### config.mk
export PLATFORM = sky130hd
export DESIGN_NAME = bcd_serial_add_ctrl
export DESIGN_NICKNAME = d
export VERILOG_FILES = /design/src/rtl/bcd_ctrl_pkg.sv /design/src/rtl/bcd_serial_add_ctrl_slice.sv /design/src/rtl/bcd_serial_add_ctrl.sv
export SDC_FILE = /design/constraint.sdc
export NUM_CORES = 1
export LEC_CHECK = 0
export CORE_MARGIN = 3
export CORE_UTILIZATION = 51
export DETAILED_ROUTE_END_ITERATION = 12
export GPL_TIMING_DRIVEN = 0
export HOLD_SLACK_MARGIN = 0.12
export PLACE_DENSITY = 0.8
export SYNTH_ARGS = -nofsm -noshare
export SYNTH_HDL_FRONTEND = slang
export SYNTH_SLANG_ARGS = --single-unit
### constraint.sdc
create_clock -name clk -period 5.5 [get_ports clk]
set_input_delay 1.1 -clock clk [delete_from_list [all_inputs] [get_ports clk]]
set_output_delay 1.1 -clock clk [all_outputs]
set_load 0.01 [all_outputs]
### src/rtl/bcd_ctrl_pkg.sv
// Shared types, constants and helpers for the serial BCD adder controller.
package bcd_ctrl_pkg;

   localparam int unsigned DIGIT_W = 4;
   localparam int unsigned PAIR_W  = 8;
   localparam logic [DIGIT_W-1:0] BCD_MAX = 4'd9;

   typedef enum logic [1:0] {
      IDLE = 2'd0,
      RUN  = 2'd1,
      DONE = 2'd2
   } state_e;

   // True when the nibble encodes a legal decimal digit (0..9).
   function automatic logic is_bcd_digit(input logic [DIGIT_W-1:0] nibble);
      return (nibble <= BCD_MAX);
   endfunction

endpackage

### src/rtl/bcd_serial_add_ctrl_slice.sv
// Two-digit (8-bit) packed-BCD adder slice, purely combinational.
// Ports: A, B   - two BCD digits each, low digit in [3:0]
//        Cin    - carry into the low digit
//        S      - two-digit BCD sum
//        Cout   - decimal carry out of the high digit
module bcd_add2_slice
   import bcd_ctrl_pkg::*;
(
   input  logic [7:0] A,
   input  logic [7:0] B,
   input  logic       Cin,
   output logic [7:0] S,
   output logic       Cout
);

   logic [4:0] t_lo;
   logic [4:0] t_hi;
   logic       c_lo;

   // Binary add per digit, then +6 correction when the digit overflows 9.
   always_comb begin
      t_lo = 5'(A[3:0]) + 5'(B[3:0]) + 5'(Cin);
      S    = '0;
      c_lo = 1'b0;
      Cout = 1'b0;
      if (t_lo > 5'd9) begin
         S[3:0] = 4'(t_lo + 5'd6);
         c_lo   = 1'b1;
      end else begin
         S[3:0] = t_lo[3:0];
      end
      t_hi = 5'(A[7:4]) + 5'(B[7:4]) + 5'(c_lo);
      if (t_hi > 5'd9) begin
         S[7:4] = 4'(t_hi + 5'd6);
         Cout   = 1'b1;
      end else begin
         S[7:4] = t_hi[3:0];
      end
   end

endmodule

### src/rtl/bcd_serial_add_ctrl.sv
// Serial NUM_DIGITS-digit packed-BCD adder: one 2-digit slice reused per pair,
// least-significant pair first, carry chained through a register.
// Ports: clk, rst_n                     - clock, async active-low reset
//        in_valid/in_ready, in_a, in_b, in_cin - operand handshake
//        out_valid/out_ready, out_sum, out_cout, out_err - result handshake
//        busy                          - high while RUN or DONE
module bcd_serial_add_ctrl
   import bcd_ctrl_pkg::*;
#(
   parameter int unsigned NUM_DIGITS = 8
) (
   input  logic                      clk,
   input  logic                      rst_n,
   input  logic                      in_valid,
   output logic                      in_ready,
   input  logic [4*NUM_DIGITS-1:0]   in_a,
   input  logic [4*NUM_DIGITS-1:0]   in_b,
   input  logic                      in_cin,
   output logic                      out_valid,
   input  logic                      out_ready,
   output logic [4*NUM_DIGITS-1:0]   out_sum,
   output logic                      out_cout,
   output logic                      out_err,
   output logic                      busy
);

   localparam int unsigned PAIRS = NUM_DIGITS / 2;
   localparam int unsigned W     = 4 * NUM_DIGITS;
   localparam int unsigned IDX_W = (PAIRS > 1) ? $clog2(PAIRS) : 1;

   state_e             state_q, state_d;
   logic [W-1:0]       a_q, a_d, b_q, b_d, sum_q, sum_d;
   logic               carry_q, carry_d;
   logic [IDX_W-1:0]   idx_q, idx_d;
   logic               cout_q, cout_d, err_q, err_d;
   logic               in_ready_q, in_ready_d;
   logic               out_valid_q, out_valid_d;
   logic               busy_q, busy_d;

   logic               any_bad;
   logic [PAIR_W-1:0]  slice_s;
   logic               slice_cout;

   bcd_add2_slice u_slice (
      .A    (a_q[PAIR_W-1:0]),
      .B    (b_q[PAIR_W-1:0]),
      .Cin  (carry_q),
      .S    (slice_s),
      .Cout (slice_cout)
   );

   // Flag any non-decimal nibble in either operand.
   always_comb begin
      any_bad = 1'b0;
      for (int i = 0; i < int'(NUM_DIGITS); i++) begin
         if (!is_bcd_digit(in_a[i*DIGIT_W +: DIGIT_W]) ||
             !is_bcd_digit(in_b[i*DIGIT_W +: DIGIT_W]))
            any_bad = 1'b1;
      end
   end

   // Next-state and datapath.
   always_comb begin
      state_d = state_q;
      a_d     = a_q;
      b_d     = b_q;
      sum_d   = sum_q;
      carry_d = carry_q;
      idx_d   = idx_q;
      cout_d  = cout_q;
      err_d   = err_q;
      unique case (state_q)
         IDLE: begin
            if (in_valid && in_ready_q) begin
               a_d     = in_a;
               b_d     = in_b;
               carry_d = in_cin;
               idx_d   = '0;
               sum_d   = '0;
               cout_d  = 1'b0;
               err_d   = any_bad;
               state_d = any_bad ? DONE : RUN;
            end
         end
         RUN: begin
            // New pair enters at the top; after PAIRS steps the word is complete.
            sum_d   = (sum_q >> PAIR_W) | (W'(slice_s) << (W - PAIR_W));
            carry_d = slice_cout;
            a_d     = a_q >> PAIR_W;
            b_d     = b_q >> PAIR_W;
            idx_d   = idx_q + IDX_W'(1);
            if (idx_q == IDX_W'(PAIRS - 1)) begin
               cout_d  = slice_cout;
               state_d = DONE;
            end
         end
         DONE: begin
            if (out_ready)
               state_d = IDLE;
         end
         default: state_d = IDLE;
      endcase
      in_ready_d  = (state_d == IDLE);
      out_valid_d = (state_d == DONE);
      busy_d      = (state_d != IDLE);
   end

   // State and output registers.
   always_ff @(posedge clk or negedge rst_n) begin
      if (!rst_n) begin
         state_q     <= IDLE;
         a_q         <= '0;
         b_q         <= '0;
         sum_q       <= '0;
         carry_q     <= 1'b0;
         idx_q       <= '0;
         cout_q      <= 1'b0;
         err_q       <= 1'b0;
         in_ready_q  <= 1'b1;
         out_valid_q <= 1'b0;
         busy_q      <= 1'b0;
      end else begin
         state_q     <= state_d;
         a_q         <= a_d;
         b_q         <= b_d;
         sum_q       <= sum_d;
         carry_q     <= carry_d;
         idx_q       <= idx_d;
         cout_q      <= cout_d;
         err_q       <= err_d;
         in_ready_q  <= in_ready_d;
         out_valid_q <= out_valid_d;
         busy_q      <= busy_d;
      end
   end

   assign in_ready  = in_ready_q;
   assign out_valid = out_valid_q;
   assign out_sum   = sum_q;
   assign out_cout  = cout_q;
   assign out_err   = err_q;
   assign busy      = busy_q;

endmodule
* Yosys cells after proc, flatten, opt, wreduce, memory -nomap -nowiden *
Cells that the tools add are included.

storage, ports and cells
  bits in registers = 106
  input port bits = 69
  output and inout port bits = 37

cells by class
  $add $sub $neg = 7
  order comparisons = 18
  equal/unequal tests = 6
  multiplexer cells = 30
  bitwise gates (word level) = 1
  reductions and logical operators = 32

operators with widths
  kind                   count
  $pmux W32 S2           3
  $mux W32               3
  $le A4 B4 Y1 const B   16
  $or A24 B32 Y32        1
  $logic_not A1 Y1       16
  $mux W1                13
  $add A4 B4 Y5          2
  $add A5 B1 Y5          2
  $gt A5 B4 Y1 const B   2
  $mux W2                5
  $add A4 B3 Y4 const B  2
  $logic_or A1 B1 Y1     8
  $mux W4                2
  $eq A2 B2 Y1 const B   3
  $pmux W2 S3            1
  $logic_not A2 Y1       2
  $ne A2 B2 Y1 const B   2
  $pmux W1 S2            2
  $pmux W2 S2            1
  $reduce_and A2 Y1      2
  $reduce_bool A2 Y1     2
  $reduce_and A3 Y1      1
  $add A2 B1 Y2 const B  1
  $eq A2 B1 Y1 const B   1
  $logic_and A1 B1 Y1    1

* Depth between registers and ports, before layout *
  depth in word-level cells = 15
  depth in mapped cells = 16
  gate-level depth less buffers = 16

* Cells and area by module *
Synthesis repeated with hierarchy kept, for this count alone.

unflattened totals
  cells, all modules = 574
  area, all modules = 5031.1 um2

modules (own cells, without submodules)
  module               instances  cells an instance  area an instance (um2)  seq. area each (um2)
  bcd_serial_add_ctrl  1          529                4603.2                  2653.8
  bcd_add2_slice       1          45                 427.9                   0.0

* Worst setup path after synthesis *
No wires, ideal clock.

  kind = register -> register
  from = register a_q[0]
  to = register sum_q[30], in the netlist out_sum[30]
  data arrival time = 3807 ps
  required time = 5418 ps
  path slack = 1611 ps
  stages on the path, launching flop included = 17
  path buffers = 0
  period minus slack after synthesis = 3889 ps
  cells stage by stage = dfrtp_1 fa_1 fa_1 nor2b_1 nor3_1 inv_1 a21boi_0 fa_1 inv_1 fa_1 xnor2_1 ha_1 and2_1 a21o_1 o31a_1 or2_0 a31oi_1

between the ends
  word-level cells in the longest chain between the ends = 9
  elaborated cells on any way between the ends = 10
  classes of those cells = add/sub: 4; order compare: 2; mux: 3; bitwise: 1

ends and longest elaborated chain
  item                                                  line                                                              RTL
  from (decl)                                           bcd_serial_add_ctrl.sv:32                                         logic [W-1:0] a_q, a_d, b_q, b_d, sum_q, sum_d;
  from (signal assigned)                                bcd_serial_add_ctrl.sv:112                                        a_q <= '0;
  from (signal assigned)                                bcd_serial_add_ctrl.sv:124                                        a_q <= a_d;
  $add A4 B4 Y5 *                                       bcd_serial_add_ctrl_slice.sv:22                                   t_lo = 5'(A[3:0]) + 5'(B[3:0]) + 5'(Cin);
  $add A5 B1 Y5 *                                       bcd_serial_add_ctrl_slice.sv:22
  $gt A5 B4 Y1 *                                        bcd_serial_add_ctrl_slice.sv:26                                   if (t_lo > 5'd9) begin
  $mux W1 *                                             bcd_serial_add_ctrl_slice.sv:26
  $add A5 B1 Y5 *                                       bcd_serial_add_ctrl_slice.sv:32                                   t_hi = 5'(A[7:4]) + 5'(B[7:4]) + 5'(c_lo);
  $add A4 B3 Y4 / $gt A5 B4 Y1 (equally long branches)  bcd_serial_add_ctrl_slice.sv:34, bcd_serial_add_ctrl_slice.sv:33
  $mux W4 *                                             bcd_serial_add_ctrl_slice.sv:33                                   if (t_hi > 5'd9) begin
  $or A24 B32 Y32 *                                     bcd_serial_add_ctrl.sv:87                                         sum_d = (sum_q >> PAIR_W) | (W'(slice_s) << (W - PAIR_W));
  $pmux W32 S2 *                                        bcd_serial_add_ctrl.sv:72                                         unique case (state_q)
  to (signal assigned)                                  bcd_serial_add_ctrl.sv:126                                        sum_q <= sum_d;
  to (decl)                                             bcd_serial_add_ctrl.sv:32

Mark *: on every way between the ends. The rest lies on a longest branch, timed or not.
A chain may end at the register's enable or synchronous reset.

* Worst setup path in the final report *
  from = register b_q[0]
  to = register sum_q[30], in the netlist out_sum[30]

between the ends
  word-level cells in the longest chain between the ends = 9
  elaborated cells on any way between the ends = 10
  classes of those cells = add/sub: 4; order compare: 2; mux: 3; bitwise: 1

ends and longest elaborated chain
  item                                                  line                                                              RTL
  from (decl)                                           bcd_serial_add_ctrl.sv:32
  from (signal assigned)                                bcd_serial_add_ctrl.sv:113                                        b_q <= '0;
  from (signal assigned)                                bcd_serial_add_ctrl.sv:125                                        b_q <= b_d;
  $add A4 B4 Y5 *                                       bcd_serial_add_ctrl_slice.sv:22
  $add A5 B1 Y5 *                                       bcd_serial_add_ctrl_slice.sv:22
  $gt A5 B4 Y1 *                                        bcd_serial_add_ctrl_slice.sv:26
  $mux W1 *                                             bcd_serial_add_ctrl_slice.sv:26
  $add A5 B1 Y5 *                                       bcd_serial_add_ctrl_slice.sv:32
  $add A4 B3 Y4 / $gt A5 B4 Y1 (equally long branches)  bcd_serial_add_ctrl_slice.sv:34, bcd_serial_add_ctrl_slice.sv:33
  $mux W4 *                                             bcd_serial_add_ctrl_slice.sv:33
  $or A24 B32 Y32 *                                     bcd_serial_add_ctrl.sv:87
  $pmux W32 S2 *                                        bcd_serial_add_ctrl.sv:72

Marked as above.

==> out/metrics.cfg <==
[clock_network]
cts_htree_levels = 3
clock_path_buffers = 2
clk_pin_slew_ns = 0.11
cts_sinks = 106
cts_resized = 0
hold_buffers = 0
cts_setup_buffers = 0
root_buffer = clkbuf_8
cts_tree = yes
numCtsBuffers = 9
worstSkewPairLatency_ns = 0.38

[sta]
worstMarginPinSlew_ns = 0.625
fmax_ghz = 0.231
rsz0062_at_grt = false
finClkSkew_ns = 0.0122
whs_ns = 0.506
slew_violations = 0
min_period_ns = 4.32
setup_viol = 0
slew_headroom = 0.579
timing.final.hold_violations = 0
fin_ws_ns = 1.18
finalCritPeriodShare = 0.786

[pwr]
power.density_nw_per_um2 = 469
power_switching_w = 0.00121
leakage_nw = 2.90
pwr-share-seq = 0.394
p_int_w = 0.00180
pwr-share-clk = 0.150
switching_share = 0.402
ir_drop_mv = 0.236
share_comb_of_total_power = 0.457

[setup_path]
cp_top_family = adder cells
path_common_cell = fa_1
path_buf_inv = 1
rr_worst_depth = 15
cp-end-kind = flop
path_cells = fa_1 -> fa_1 -> a21o_1 -> a21oi_1 -> a21boi_0 -> fa_1 -> inv_1 -> fa_1 -> xnor2_1 -> ha_1 -> and2_1 -> a21o_1 -> o31a_1 -> or2_0 -> a31oi_1
path_class = flop to flop
r2r_end = out_sum[30]$_DFFE_PN0P_
crit_arrival_ns = 4.62
max_stage_delay_ns = 0.47
crit_start = b_q[0]$_DFFE_PN0P_
cp_slowest_cell = fa_1
cp_data_required_time_ns = 5.80
worst-r2r-setup-slack_ns = 1.18
worstSetupStartpointType = flop
r2r-start = b_q[0]$_DFFE_PN0P_
crit_fanout = 5

[grt]
track_usage = 0.254
antenna_found_initial = 0
grt_pass1_vias = 4701
grt_max_degree = 71
grt_pass1_wl_um = 22600
grt_overflow_total = 0

[logic_synthesis]
async_reset_ff_frac = 1.00
synth_edf_count = 0
ys.flop_type = dfrtp_1
syn-num-nets = 663
netlist_area_um2 = 5020
ys.warnings.count = 0
synth.avg_cell_area_um2 = 8.64
synth.distinct_cells = 46
syn_inst = 581
synth-seq-cells = 106
seq_area_frac_synth = 0.529

[final_layout]
multi_input_area_um2 = 2160
fill_cells = 769
final_cell_area_um2 = 6430
fin_util = 0.683
layout_commonest_cell = nand2_1
antennaDiodeCount = 0
drive_above_1_share = 0.0484
area_growth_pct = 28.2
layout_common_cells = nand2_1, dfrtp_1, clkdlybuf4s50_1, nor2_1, a31oi_1
seq_area_um2 = 2650
num-nets-final = 780

[route]
drt-initial-drc-count = 303
drt-vias-per-instance = 5.71
drt.antenna.violating_nets = 0
routed_wl_um = 13600
dr.pass1.iters = 7
route.detailed.drc = 0
vias = 4750
wl_per_cell_um = 16.4

[placed_design]
hpwl_um = 10400
port_buffers = 105
placed_area_um2 = 6250
place_ws_ns = 1.24
place_congestion = 0.884

[run]
cap_violations = 0

[min_path]
hold_start = out_err$_DFFE_PN0P_
hold_path_end = out_err$_DFFE_PN0P_
hold_class = flop to flop
worstHoldPathCells = 1

[floorplanning]
start_util = 0.533
die_w_um = 105
core.rowCount = 35
io_pins = 106
die_h_um = 105
dieArea_um2 = 11100
core_area_um2 = 9420

[run_status]
status = finished clean

-- cell usage after synthesis, types with 2 or more instances --
library cell  instances  share of area
a21boi_0              2         0.0030
xnor2_1               3         0.0052
o21ai_0              45          0.045
a22oi_1               2         0.0030
inv_1                 7         0.0052
buf_1                 4         0.0030
a21o_1                5         0.0075
a31oi_1              49          0.061
nor3_1                2         0.0020
ha_1                  9          0.022
nand2b_1              3         0.0037
a21oi_1               8         0.0080
nor2_1               52          0.039
and3_1                2         0.0025
clkbuf_1             21          0.016
fa_1                  4          0.016
nand4_1               4         0.0050
nand3_1              25          0.025
buf_2                 8         0.0080
and2_1                2         0.0025
nor2b_1               3         0.0037
nor4_1                3         0.0037
dfrtp_1             105           0.52
o21ai_1               7         0.0070
nand2_1             185           0.14
-- state kept, by name (all words and copies together), names as in the netlist --
| signal | flops |
|---|---|
| out_cout | 1 |
| out_err | 1 |
| busy | 1 |
| carry_q | 1 |
| out_sum | 32 |
| b_q | 32 |
| idx_q | 2 |
| in_ready | 1 |
| out_valid | 1 |
| state_q | 2 |
| a_q | 32 |
-- layer usage --
layer	routed length, um	part of all wire	vias up	track usage
met5	0	0	-	0
met4	308	0.023	0	0.0947
met3	1110	0.081	29	0.0395
met2	6630	0.49	247	0.427
met1	5580	0.41	2274	0.332
li1	-	-	2200	-
-- worst max-delay path by stage --
stage | endpoint | slack (ns) | depth (start not counted)
2_1_floorplan | out_sum[30]$_DFFE_PN0P_ | 1.61 | 16
5_1_grt | out_sum[30]$_DFFE_PN0P_ | 0.89 | 16
4_1_cts | out_sum[30]$_DFFE_PN0P_ | 1.19 | 15
3_5_place_dp | out_sum[30]$_DFFE_PN0P_ | 1.24 | 15
6_report | out_sum[30]$_DFFE_PN0P_ | 1.18 | 15
3_3_place_gp | b_q[8]$_DFFE_PN0P_ | -0.55 | 1
-- stage by stage --
stage	power, W	TNS (ns)	instances
2_1_floorplan	0.00215	0	581
3_3_place_gp	0.00247	-57.24	815
3_5_place_dp	0.00256	0	816
4_1_cts	0.00300	0	832
5_1_grt	0.00323	0	832
6_report	0.00301	0	832
-- cell type report --
type | instances | share of cell area
plain buffers | 37 | 0.0270
well taps | 129 | 0.0251
flip-flops and latches | 106 | 0.413
multi-input cells | 431 | 0.336
clock inverters | 7 | 0.00817
repair buffers | 106 | 0.167
clock buffers | 9 | 0.0193
inverters | 7 | 0.00409
-- worst reg2reg max path: cells and delay by family (launching register included) --
kind,cells,cell delay [ns]
fa+ha+maj,5,1.77
buf+inv,1,0.06
simple gates,2,0.37
compound gates,6,1.42
flops,1,0.44
xor+xnor,1,0.19
-- kinds of logic (layout without fill, tap and decap cells) --
group / count (synthesis) / after routing / synth area share
adder cells (fa/ha/maj): 13 / 13 / 0.0384
buffers and inverters: 44 / 166 / 0.0399
flip-flops: 106 / 106 / 0.529
XOR/XNOR: 3 / 3 / 0.00524
multiplexers: 1 / 1 / 0.00200
AND/OR/NAND/NOR: 288 / 288 / 0.236
AO/OA/AOI/OAI: 126 / 126 / 0.149
-- power groups by stage --
stage / clock [W] / sequential (W) / combinational [W]
floorplan: 0 / 0.00115 / 0.000999
global placement: 0 / 0.00119 / 0.00128
detailed placement: 0 / 0.00120 / 0.00136
CTS: 0.000447 / 0.00118 / 0.00137
global route: 0.000475 / 0.00122 / 0.00154
finish: 0.000451 / 0.00119 / 0.00138
Note: power is estimated with default switching activity, not from simulation.
